**src/rtl/mf_feeder_if.sv**
```systemverilog
// Handshake bundle between the producer / transaction block and the MF feeder.
// The master side drives the producer word and transaction-block status; the slave side is the feeder.
interface mf_feeder_if #(
    parameter int DATA_W = 6,
    parameter int DEPTH  = 4
);
    localparam int FILL_W = $clog2(DEPTH) + 1;

    logic              in_valid;
    logic [DATA_W-1:0] in_data;
    logic              in_ready;
    logic              almost_full_MF;
    logic              active_in;
    logic              error_in;
    logic              push_MF;
    logic [DATA_W-1:0] data_out;
    logic [FILL_W-1:0] fill;
    logic [1:0]        state_out;

    modport master (
        output in_valid, in_data, almost_full_MF, active_in, error_in,
        input  in_ready, push_MF, data_out, fill, state_out
    );

    modport slave (
        input  in_valid, in_data, almost_full_MF, active_in, error_in,
        output in_ready, push_MF, data_out, fill, state_out
    );
endinterface

```
**src/rtl/mf_feeder.sv**
```systemverilog
// Skid FIFO feeding the main FIFO under a STOP/RUN/HOLD/ERR controller; registered push, 1-cycle min latency.
// Backpressure: almost_full_MF stalls sends and in_ready drops when full, stopped or in error. Optional MF_FEEDER_STATS_EN adds sent_cnt.
module mf_feeder #(
    parameter int DATA_W = 6,
    parameter int DEPTH  = 4
) (
    input  logic        clk,
    input  logic        reset,
    mf_feeder_if.slave  bus
`ifdef MF_FEEDER_STATS_EN
    ,
    output logic [7:0]  sent_cnt
`endif
);
    localparam int PTR_W  = (DEPTH > 1) ? $clog2(DEPTH) : 1;
    localparam int FILL_W = $clog2(DEPTH) + 1;

    typedef enum logic [1:0] {
        STOP = 2'd0,
        RUN  = 2'd1,
        HOLD = 2'd2,
        ERR  = 2'd3
    } state_t;

    state_t            state_q, state_d;
    logic [PTR_W-1:0]  wr_ptr_q, wr_ptr_d;
    logic [PTR_W-1:0]  rd_ptr_q, rd_ptr_d;
    logic [FILL_W-1:0] fill_q, fill_d;
    logic              push_q, push_d;
    logic [DATA_W-1:0] data_q, data_d;
    logic [DATA_W-1:0] mem_q [DEPTH];

    logic in_ready;
    logic accept;
    logic send;

    assign in_ready = (fill_q < FILL_W'(DEPTH)) && (state_q != ERR) && (state_q != STOP);
    assign accept   = bus.in_valid && in_ready;
    // An edge that enters ERR flushes the FIFO, so nothing may leave on it either.
    assign send     = (state_q == RUN) && (fill_q != '0) && !bus.almost_full_MF && !bus.error_in;

    always_comb begin
        state_d = state_q;
        if (bus.error_in) begin
            state_d = ERR;
        end else begin
            unique case (state_q)
                STOP: if (bus.active_in) state_d = RUN;
                RUN: begin
                    if (bus.almost_full_MF)  state_d = HOLD;
                    else if (!bus.active_in) state_d = STOP;
                end
                HOLD: begin
                    if (!bus.almost_full_MF && bus.active_in) state_d = RUN;
                    else if (!bus.active_in)                  state_d = STOP;
                end
                ERR:     state_d = STOP;
                default: state_d = STOP;
            endcase
        end
    end

    always_comb begin
        wr_ptr_d = wr_ptr_q;
        rd_ptr_d = rd_ptr_q;
        fill_d   = fill_q;
        push_d   = 1'b0;
        data_d   = data_q;
        if (bus.error_in) begin
            wr_ptr_d = '0;
            rd_ptr_d = '0;
            fill_d   = '0;
        end else begin
            if (accept) wr_ptr_d = wr_ptr_q + PTR_W'(1);
            if (send) begin
                rd_ptr_d = rd_ptr_q + PTR_W'(1);
                push_d   = 1'b1;
                data_d   = mem_q[rd_ptr_q];
            end
            fill_d = fill_q + FILL_W'(accept) - FILL_W'(send);
        end
    end

    always_ff @(posedge clk or posedge reset) begin
        if (reset) begin
            state_q  <= STOP;
            wr_ptr_q <= '0;
            rd_ptr_q <= '0;
            fill_q   <= '0;
            push_q   <= 1'b0;
            data_q   <= '0;
        end else begin
            state_q  <= state_d;
            wr_ptr_q <= wr_ptr_d;
            rd_ptr_q <= rd_ptr_d;
            fill_q   <= fill_d;
            push_q   <= push_d;
            data_q   <= data_d;
        end
    end

    // Storage needs no reset: fill and the pointers decide which entries are live.
    always_ff @(posedge clk) begin
        if (accept) mem_q[wr_ptr_q] <= bus.in_data;
    end

`ifdef MF_FEEDER_STATS_EN
    logic [7:0] sent_cnt_q;

    always_ff @(posedge clk or posedge reset) begin
        if (reset)       sent_cnt_q <= '0;
        else if (push_q) sent_cnt_q <= sent_cnt_q + 8'd1;
    end

    assign sent_cnt = sent_cnt_q;
`endif

    assign bus.in_ready  = in_ready;
    assign bus.push_MF   = push_q;
    assign bus.data_out  = data_q;
    assign bus.fill      = fill_q;
    assign bus.state_out = state_q;
endmodule
```
**src/flat_wrapper.sv**
```systemverilog
// flat-port wrapper written by rule: the top's interface ports become plain ports
module mf_feeder_flat 
#(
    parameter int DATA_W = 6,
    parameter int DEPTH  = 4
)
  (clk, reset, bus_in_valid, bus_in_data, bus_almost_full_MF, bus_active_in, bus_error_in, bus_in_ready, bus_push_MF, bus_data_out, bus_fill, bus_state_out);
  mf_feeder_if #(.DATA_W(DATA_W), .DEPTH(DEPTH)) bus_i ();
  input  logic clk;
  input  logic reset;
  input wire logic [$bits(bus_i.in_valid)-1:0] bus_in_valid;
  input wire logic [$bits(bus_i.in_data)-1:0] bus_in_data;
  input wire logic [$bits(bus_i.almost_full_MF)-1:0] bus_almost_full_MF;
  input wire logic [$bits(bus_i.active_in)-1:0] bus_active_in;
  input wire logic [$bits(bus_i.error_in)-1:0] bus_error_in;
  output wire logic [$bits(bus_i.in_ready)-1:0] bus_in_ready;
  output wire logic [$bits(bus_i.push_MF)-1:0] bus_push_MF;
  output wire logic [$bits(bus_i.data_out)-1:0] bus_data_out;
  output wire logic [$bits(bus_i.fill)-1:0] bus_fill;
  output wire logic [$bits(bus_i.state_out)-1:0] bus_state_out;
  assign bus_i.in_valid = bus_in_valid;
  assign bus_i.in_data = bus_in_data;
  assign bus_i.almost_full_MF = bus_almost_full_MF;
  assign bus_i.active_in = bus_active_in;
  assign bus_i.error_in = bus_error_in;
  assign bus_in_ready = bus_i.in_ready;
  assign bus_push_MF = bus_i.push_MF;
  assign bus_data_out = bus_i.data_out;
  assign bus_fill = bus_i.fill;
  assign bus_state_out = bus_i.state_out;
  mf_feeder #(.DATA_W(DATA_W), .DEPTH(DEPTH)) u_core (.clk(clk), .reset(reset), .bus(bus_i));
endmodule
```
**config.mk**
```make
export PLATFORM = sky130hd
export DESIGN_NAME = mf_feeder_flat
export DESIGN_NICKNAME = d
export VERILOG_FILES = /design/src/rtl/mf_feeder_if.sv /design/src/rtl/mf_feeder.sv /design/src/flat_wrapper.sv
export SDC_FILE = /design/constraint.sdc
export NUM_CORES = 1
export LEC_CHECK = 0
export BUFFER_PORTS_ARGS = -buffer_cell sky130_fd_sc_hd__buf_2
export CORE_UTILIZATION = 45
export CTS_BUF_LIST = sky130_fd_sc_hd__clkbuf_8
export CTS_CLUSTER_SIZE = 16
export DETAILED_ROUTE_END_ITERATION = 8
export GPL_ROUTABILITY_DRIVEN = 0
export MAX_ROUTING_LAYER = met4
export PLACE_DENSITY = 0.68
export SETUP_SLACK_MARGIN = 0.3
export SKIP_LAST_GASP = 1
export SLEW_MARGIN = 20
export SYNTH_ARGS = -nofsm -noshare
export SYNTH_HDL_FRONTEND = slang
export SYNTH_SLANG_ARGS = --single-unit
```
**constraint.sdc**
```tcl
create_clock -name clk -period 2.55 [get_ports clk]
set_input_delay 0.3825 -clock clk [delete_from_list [all_inputs] [get_ports clk]]
set_output_delay 0.3825 -clock clk [all_outputs]
set_load 0.1 [all_outputs]
```
After elaboration in Yosys (flattened, before gate mapping)
Memories as Yosys holds them, arrays and structs flattened. A register that Yosys moved wholly into a read port is not among the register bits.
Index checks and enable logic that the tools add are counted.
Cells by class
  reduce and logical (&&, ||, !) cells: 15
  muxes and demuxes: 15
  order comparisons: 1
  equal/unequal tests: 5
  add/subtract/negate cells: 4
  bitwise logic cells: 1
Operators with widths (count)
  two-way mux 2 bit: 9
  case mux 2 bit (4 select lines): 1
  logical AND 1 bit: 7
  nonzero test 2 bit: 3
  adder 2 x 1 -> 2 bit (second input constant): 2
  equality test 2 bit (second input constant): 2
  two-way mux 1 bit: 4
  adder 3 x 1 -> 3 bit: 1
  less-than comparator 3 bit (second input constant): 1
  two-way mux 3 bit: 1
  inequality test 3 bit (second input constant): 1
  nonzero test 3 bit: 1
  subtractor 3 x 1 -> 3 bit: 1
  equality test 2 x 1 -> 1 bit (second input constant): 1
  logical NOT 1 bit: 2
  logical NOT 2 bit: 1
  inequality test 2 bit (second input constant): 1
  AND reduction 2 bit: 1
  inverter 1 bit: 1
Word-level totals
  bits in writable memories: 24
  bits of input ports: 12
  memories: 1
  bits in registers: 10
  output and inout port bits: 13
  logic and storage cells: 47
Memory list
  u_core.mem_q: words 4, bits a word 6, read ports 1, clocked after Yosys merged registers in 1, wr ports 1, line mf_feeder.sv:31  | logic [DATA_W-1:0] mem_q [DEPTH];

Longest topological paths before layout
Gate-level depths: netlist (run 1).
  depth in word-level cells: 7
  mapped depth: 10
  mapped depth without buffers: 10

Worst setup path before layout (run 1)
OpenSTA, ideal clock, no wires.
  path kind: flip-flop to flip-flop
  from: register u_core.state_q[0] (netlist: u_core.bus.state_out[0])
  to: register u_core.fill_q[2] (netlist: u_core.bus.fill[2])
  data arrival time: 3.058 ns
  cell stages (with the launch flop): 11
  buffers on the path: 0
  period minus slack after synthesis: 3.144 ns
  path slack: -0.594 ns
  cell sequence: dfrtp_1 or3b_4 nor3_4 ha_1 inv_1 ha_1 inv_1 fa_1 xor2_1 and2_1 nor3_1
On the way
  word-level cells in the longest chain between the ends: 7
Ends and longest elaborated chain
  start: declaration: line mf_feeder.sv:25  | state_t state_q, state_d;
  start signal: assignment: line mf_feeder.sv:93  | state_q <= state_d;
  inequality test 2 bit: line mf_feeder.sv:37  | assign in_ready = (fill_q < FILL_W'(DEPTH)) && (state_q != ERR) && (state_q != STOP);
  logical AND 1 bit (2 in a row): line mf_feeder.sv:37
  logical AND 1 bit: line mf_feeder.sv:38  | assign accept = bus.in_valid && in_ready;
  adder 3 x 1 -> 3 bit: line mf_feeder.sv:80  | fill_d = fill_q + FILL_W'(accept) - FILL_W'(send);
  subtractor 3 x 1 -> 3 bit (*): line mf_feeder.sv:80
  two-way mux 3 bit (*): line mf_feeder.sv:69  | if (bus.error_in) begin
  via u_core.fill_d[2]: line mf_feeder.sv:28  | logic [FILL_W-1:0] fill_q, fill_d;
  end signal: assignment: line mf_feeder.sv:96  | fill_q <= fill_d;
  end: declaration: line mf_feeder.sv:28
Mark *: on every way through the listed nets, which the timed path passes. The rest lies on a longest branch.
A chain may end at the register's enable or synchronous reset.

Worst setup path after layout (run 1)
  from: register u_core.state_q[1] (netlist: u_core.bus.state_out[1])
  to: register u_core.fill_q[2] (netlist: u_core.bus.fill[2])
Same word-level chain as after synthesis.

==> results of run 1 <==
metrics by stage:
step	hold WS [ns]	utilization (%)	cells	setup WS (ns)	power (mW)
finish	0.176	58.7	187	0.140	2.08
global route	0.223	58.7	187	0.0547	2.16
CTS	0.200	58.4	186	0.136	2.09
detailed placement	0.502	54.9	176	0.0740	1.60
global placement	0.484	54.9	176	0.161	1.57
floorplan	0.296	-	105	-0.185	1.45
state kept, by name, indices dropped and copies added (netlist names):
register	cells
u_core.rd_ptr_q	2
u_core.bus.fill	3
u_core.bus.data_out	6
u_core.mem_q	24
u_core.bus.push_MF	1
u_core.wr_ptr_q	2
u_core.bus.state_out	2
where the power goes:
| part | total (mW) | internal [mW] | switching [mW] | leakage, nW |
|---|---|---|---|---|
| registers | 0.823 | 0.774 | 0.0494 | 0.420 |
| clock network | 0.497 | 0.285 | 0.212 | 0.0532 |
| logic | 0.756 | 0.157 | 0.598 | 0.361 |
| total | 2.08 | 1.22 | 0.860 | 0.834 |
cell usage in the layout (no fill, tap or decap), types with 2 or more instances in the layout:
cell type and instances:
mux2_2 7, nand2b_1 3, and2_1 5, edfxtp_1 24, dfrtp_1 11, buf_4 7, a21oi_1 3, nor3_1 2
nor2_1 6, clkbuf_8 5, ha_1 6, dfrtp_4 2, o21ai_0 3, clkinv_1 2, dfrtp_2 3, mux4_2 6
inv_1 8, buf_2 24
logic make-up after synthesis:
family / after synthesis / share of synthesized area (%)
buffers and inverters: 11 / 2.72
flip-flops: 40 / 65.9
multiplexers: 14 / 13.2
AO/OA/AOI/OAI: 8 / 2.65
adder cells (fa/ha/maj): 7 / 5.59
AND/OR/NAND/NOR: 23 / 8.90
XOR/XNOR: 2 / 1.03
layout make-up:
cell class                 count  area, sq um
clock inverter                 3         37.5
fill                         298         1430
inverter                       8         30.0
multi-input combinational     54          536
clock buffer                   5         68.8
tap                           46         57.6
timing repair buffer          31          173
sequential                    40         1130
worst reg2reg max path, delay by kind of cell, from the launching register on:
kind	cells	cell delay (ns)
AND/OR/NAND/NOR	4	0.84
adder cells (fa/ha/maj)	3	0.73
flip-flops	1	0.47
XOR/XNOR	1	0.15
buffers and inverters	2	0.13
path summary, 6_finish.rpt:
kind / to / startpoint / slack (ns)
max reg2reg: u_core.bus.fill[2]$_DFF_PP0_ / u_core.bus.state_out[1]$_DFFE_PP0P_ / 0.14
min reg2reg: u_core.bus.data_out[1]$_DFFE_PP0P_ / u_core.bus.data_out[1]$_DFFE_PP0P_ / 0.51
max: u_core.bus.fill[2]$_DFF_PP0_ / u_core.bus.state_out[1]$_DFFE_PP0P_ / 0.14
min: u_core.bus.state_out[0]$_DFFE_PP0P_ / reset / 0.18
min in group clk: u_core.mem_q[2][4]$_DFFE_PP_ / bus_in_data[4] / 0.31
max in group asynchronous: u_core.bus.state_out[1]$_DFFE_PP0P_ / reset / 1.89
timing repair:
action | 4_1_cts | 5_1_grt
setup endpoints to repair | 2 | 1
setup buffers | 2 | 1
hold buffers | 0 | 0
pin swaps | 1 | 2
resized for setup | 0 | 1
per-layer routing:
| layer | vias up | global-route usage, % |
|---|---|---|
| met4 | 0 | 5.68 |
| met2 | 17 | 31.1 |
| met3 | 7 | 6.16 |
| met5 | - | - |
| met1 | 513 | 20.3 |
| li1 | 445 | - |
==> run metrics, run 1 <==
outcome finished, final reports clean; Pins Over Slew Limit 0; syn_nets 124; die height 63.5 microns; drt via density 5.25; first-pass GRT wire length 5210 microns; iteration-0 DRC count of the detailed router 28; Primary FF master, synth edfxtp_1; fraction of layout cells with a size suffix above 1 42.6%; routed wire length 2990 microns; top layer reached by signal wires met4; CP Launch Type register; slew margin rel. 55.7%; Core Region 0.00347 sq mm; DRT Pass-1 Iters 4; wire length on met3 118 microns; Tightest Pin Transition 0.664 ns; fmax 415 MHz; final clock skew 0.00251 ns; Placed Area 0.00190 sq mm; largest net degree at the start of global routing 17; site row count 21; Final #Nets 159; Synth top area share 42.4%; sequential area share after synthesis 65.9%; aggregate global-route resource usage 18.4%; CP arrival 2.62 ns; Syn. warnings 0; FF-to-FF path depth 10; synth cell count leaders edfxtp_1, dfrtp_1, inv_1; initial core utilization 49.0%; clock tree root buffer cell clkbuf_8; Pwr Density 1020 mW/mm^2; period utilisation layout 94.5%; via count 982; routed wl met2 1610 microns; half-perimeter wire length after placement 2080 microns; Hold Path Class input port to asynchronous set/reset pin; TritonCTS buffer count 5; CP Buf/Inv Count 2; Critical-path top delay cell dfrtp_4; I/O pin cnt 25; top-count cell post-synth edfxtp_1; Final Setup Violations 0; Leakage 0.834 nW; Top delay family on crit path simple AND/OR/NAND/NOR gates; Max stage delay on crit path 0.47 ns; Port Buffer Count 24; Area Overhead vs Synth 19.6%; minimum clock period 2.41 ns; Mapped Cells 105; Yosys top cell by area edfxtp_1; Cell Area, Synth 0.00170 sq mm; vias in the first global route 1063; critical path required time 2.76 ns; Max FO, Critical Path 2; WL/cell 16.0 microns; M1 wire length 1220 microns; CTS max path bufs 2; Worst-path clk slew 0.07 ns; CP Cell Sequence or3b_4, nor3_4, ha_1, inv_1, ha_1, inv_1, fa_2, xor2_1, and2_1, nor3_1; number of synthesized flops with an enable pin 24; crit path capture type register; CTS tree done; Hold Fails Final Rpt 0; H-tree Lvls 2; Seq cells post-synth 40; RSZ-0062 raised after global routing yes; setup TNS 0 ns; post-synthesis cell type count 28; number of max-cap violations 0; Remaining DRCs 0; critical path type register to register; antenna violations before repair 0; Avg Inst Size Synth 16.2 sq um; antenna-violating nets left 0; die width 63.5 microns; CTS Sinks 40; Max VDD drop 0.495 mV; synth top area cells edfxtp_1, dfrtp_1, mux4_2, mux2_2, ha_1; # diodes 0; Clk Latency, worst-skew pair 0.29 ns; Overflow after GRT 0; asr flop ratio synth 40.0%; design area 0.00203 sq mm; Worst path depth 10; die area 0.00403 sq mm
Power figures use the tool's default switching activity.
==> run 2: changes to the inputs <==
CELL_PAD_IN_SITES_DETAIL_PLACEMENT = 1   (was not set)
CELL_PAD_IN_SITES_GLOBAL_PLACEMENT = 1   (was not set)
CORE_UTILIZATION = 44   (was 45)
PLACE_DENSITY = 0.74   (was 0.68)
==> run metrics, run 2 (same netlist as run 1, synthesis figures left out) <==
TritonCTS buffer count 5 (unchanged); Pins Over Slew Limit 0 (unchanged); critical path type register to register (unchanged); drt via density 5.11 (was 5.25); CTS tree done (unchanged); capturing point of the worst reg2reg path u_core.bus.fill[2]$_DFF_PP0_ (unchanged); Top delay family on crit path simple AND/OR/NAND/NOR gates (unchanged); critical path capture point u_core.bus.fill[2]$_DFF_PP0_ (unchanged); Pwr Density 982 mW/mm^2 (was 1020 mW/mm^2); die width 64.2 microns (was 63.5 microns); reg2reg start u_core.bus.state_out[1]$_DFFE_PP0P_ (unchanged); grt met1 use 22.2% (was 20.3%); CTS max path bufs 2 (unchanged); # diodes 0 (unchanged); Final #Nets 159 (unchanged); iteration-0 DRC count of the detailed router 33 (was 28); Port Buffer Count 24 (unchanged); minimum clock period 2.47 ns (was 2.41 ns); Worst-path clk slew 0.08 ns (was 0.07 ns); CP Launch Type register (unchanged); register name with the most flops u_core.mem_q (unchanged); critical path required time 2.76 ns (about the same); Worst R2R Setup Slack 0.08 ns (was 0.14 ns); site row count 22 (was 21); Area Overhead vs Synth 20.3% (was 19.6%); fraction of layout cells with a size suffix above 1 48.2% (was 42.6%); design area 0.00205 sq mm (was 0.00203 sq mm); WL/cell 17.1 microns (was 16.0 microns); via count 965 (was 982); routed wire length 3230 microns (was 2990 microns); GR Util met3 5.71% (was 6.16%); slew margin rel. 53.5% (was 55.7%); Placed Area 0.00190 sq mm (about the same); Total Power 2.01 mW (was 2.08 mW); max reg flops 24 (unchanged); die height 64.2 microns (was 63.5 microns); Hold Path Class input port to asynchronous set/reset pin (unchanged); die area 0.00412 sq mm (was 0.00403 sq mm); Overflow after GRT 0 (unchanged); Worst Setup SP u_core.bus.state_out[1]$_DFFE_PP0P_ (unchanged); Max FO, Critical Path 2 (unchanged); Final Setup Violations 0 (unchanged); RSZ-0062 raised after global routing yes (unchanged); half-perimeter wire length after placement 2260 microns (was 2080 microns); crit path capture type register (unchanged); H-tree Lvls 2 (unchanged); CP arrival 2.69 ns (was 2.62 ns); Worst Slack Setup Final 0.0750 ns (was 0.140 ns); fillers 364 (was 298); Worst path depth 10 (unchanged); FF-to-FF path depth 10 (unchanged); Hold Fails Final Rpt 0 (unchanged); most frequent cells in the layout buf_2, edfxtp_1, dfrtp_1 (unchanged); GR peak layer met2 (unchanged); I/O pin cnt 25 (unchanged); Core Region 0.00369 sq mm (was 0.00347 sq mm); Clk Latency, worst-skew pair 0.29 ns (about the same); vias in the first global route 1044 (was 1063); DRT Pass-1 Iters 4 (unchanged); worst slack, placed 0.0237 ns (was 0.0740 ns); antenna-violating nets left 0 (unchanged); initial core utilization 46.1% (was 49.0%); Critical-path top delay cell dfrtp_4 (unchanged); Tightest Pin Transition 0.697 ns (was 0.664 ns); CP Buf/Inv Count 2 (unchanged); outcome finished, final reports clean (unchanged); Top cell by count, worst path inv_2; period utilisation layout 97.1% (was 94.5%); Max VDD drop 0.379 mV (was 0.495 mV); Remaining DRCs 0 (unchanged); first-pass GRT wire length 5330 microns (was 5210 microns); CTS Sinks 40 (unchanged); antenna violations before repair 0 (unchanged); number of max-cap violations 0 (unchanged); M2 GR Usage 30.9% (was 31.1%); CP Cell Sequence or3b_4, nor3_4, ha_1, inv_2, ha_4, inv_2, fa_2, xor2_2, and2_4, nor3_2 (was or3b_4, nor3_4, ha_1, inv_1, ha_1, inv_1, fa_2, xor2_1, and2_1, nor3_1); Max stage delay on crit path 0.48 ns (was 0.47 ns); Leakage 0.829 nW (was 0.834 nW); clock tree root buffer cell clkbuf_8 (unchanged); aggregate global-route resource usage 19.0% (was 18.4%); fmax 404 MHz (was 415 MHz); final clock skew 0.00654 ns (was 0.00251 ns); largest net degree at the start of global routing 17 (unchanged)
-- run 2: cell count changes in the layout (fill, tap and decap cells not counted), sizes merged --
cell / delta
bufinv: -1
clkinv: +1
-- run 2: worst reg2reg max path: stages, from the launching register on --
cell,delay [ns]
dfrtp_4,0.48
or3b_4,0.42
nor3_4,0.18
ha_1,0.26
inv_2,0.09
ha_4,0.13
inv_2,0.04
fa_2,0.36
xor2_2,0.16
and2_4,0.14
nor3_2,0.14
-- run 2: how the worst min path moves through the flow --
stage,startpoint,end,slack (ns),cells after the start
floorplan,reset,u_core.bus.data_out[0]$_DFFE_PP0P_,0.30,1
global placement,u_core.bus.data_out[2]$_DFFE_PP0P_,u_core.bus.data_out[2]$_DFFE_PP0P_,0.48,1
detailed placement,u_core.bus.data_out[3]$_DFFE_PP0P_,u_core.bus.data_out[3]$_DFFE_PP0P_,0.50,1
CTS,reset,u_core.bus.data_out[1]$_DFFE_PP0P_,0.21,2
global route,reset,u_core.bus.data_out[1]$_DFFE_PP0P_,0.22,2
finish,reset,u_core.bus.data_out[2]$_DFFE_PP0P_,0.19,2
-- run 2: layer usage --
metal / vias to the layer above / share of wire, %
li1: 447 / -
met1: 497 / 43
met2: 15 / 52
met3: 6 / 3.8
met4: 0 / 1.8
met5: - / 0
-- run 2: layout make-up --
class | instances | area, sq um | share of cell area, %
Clock inverter | 3 | 18.8 | 0.917
Clock buffer | 5 | 68.8 | 3.36
Tap cell | 48 | 60.1 | 2.94
Multi-Input combinational cell | 54 | 563 | 27.5
Timing Repair Buffer | 31 | 173 | 8.44
Sequential cell | 40 | 1130 | 55.4
Inverter | 8 | 30.0 | 1.47
-- run 2: stage by stage --
stage	setup TNS [ns]	std cells	hold WS (ns)	utilization [%]
3_3_place_gp	0	177	0.483	51.5
6_report	0	189	0.185	55.5
5_1_grt	-0.0226	189	0.220	55.5
4_1_cts	0	187	0.207	54.4
3_5_place_dp	0	177	0.501	51.5
2_1_floorplan	-0.185	105	0.296	-
-- run 2: report_power, final --
part	total, mW	leakage [nW]	internal [mW]	switching, mW
Sequential	0.827	0.420	0.774	0.0530
Clock	0.411	0.0479	0.190	0.221
Combinational	0.772	0.362	0.164	0.608
Total	2.01	0.829	1.13	0.882
-- run 2: repair_timing --
action | 4_1_cts | 5_1_grt
cloned | 0 | 0
resized for setup | 1 | 7
setup buffers | 2 | 2
hold buffers | 0 | 0
endpoints found under the setup margin | 2 | 2
pin swaps | 1 | 7
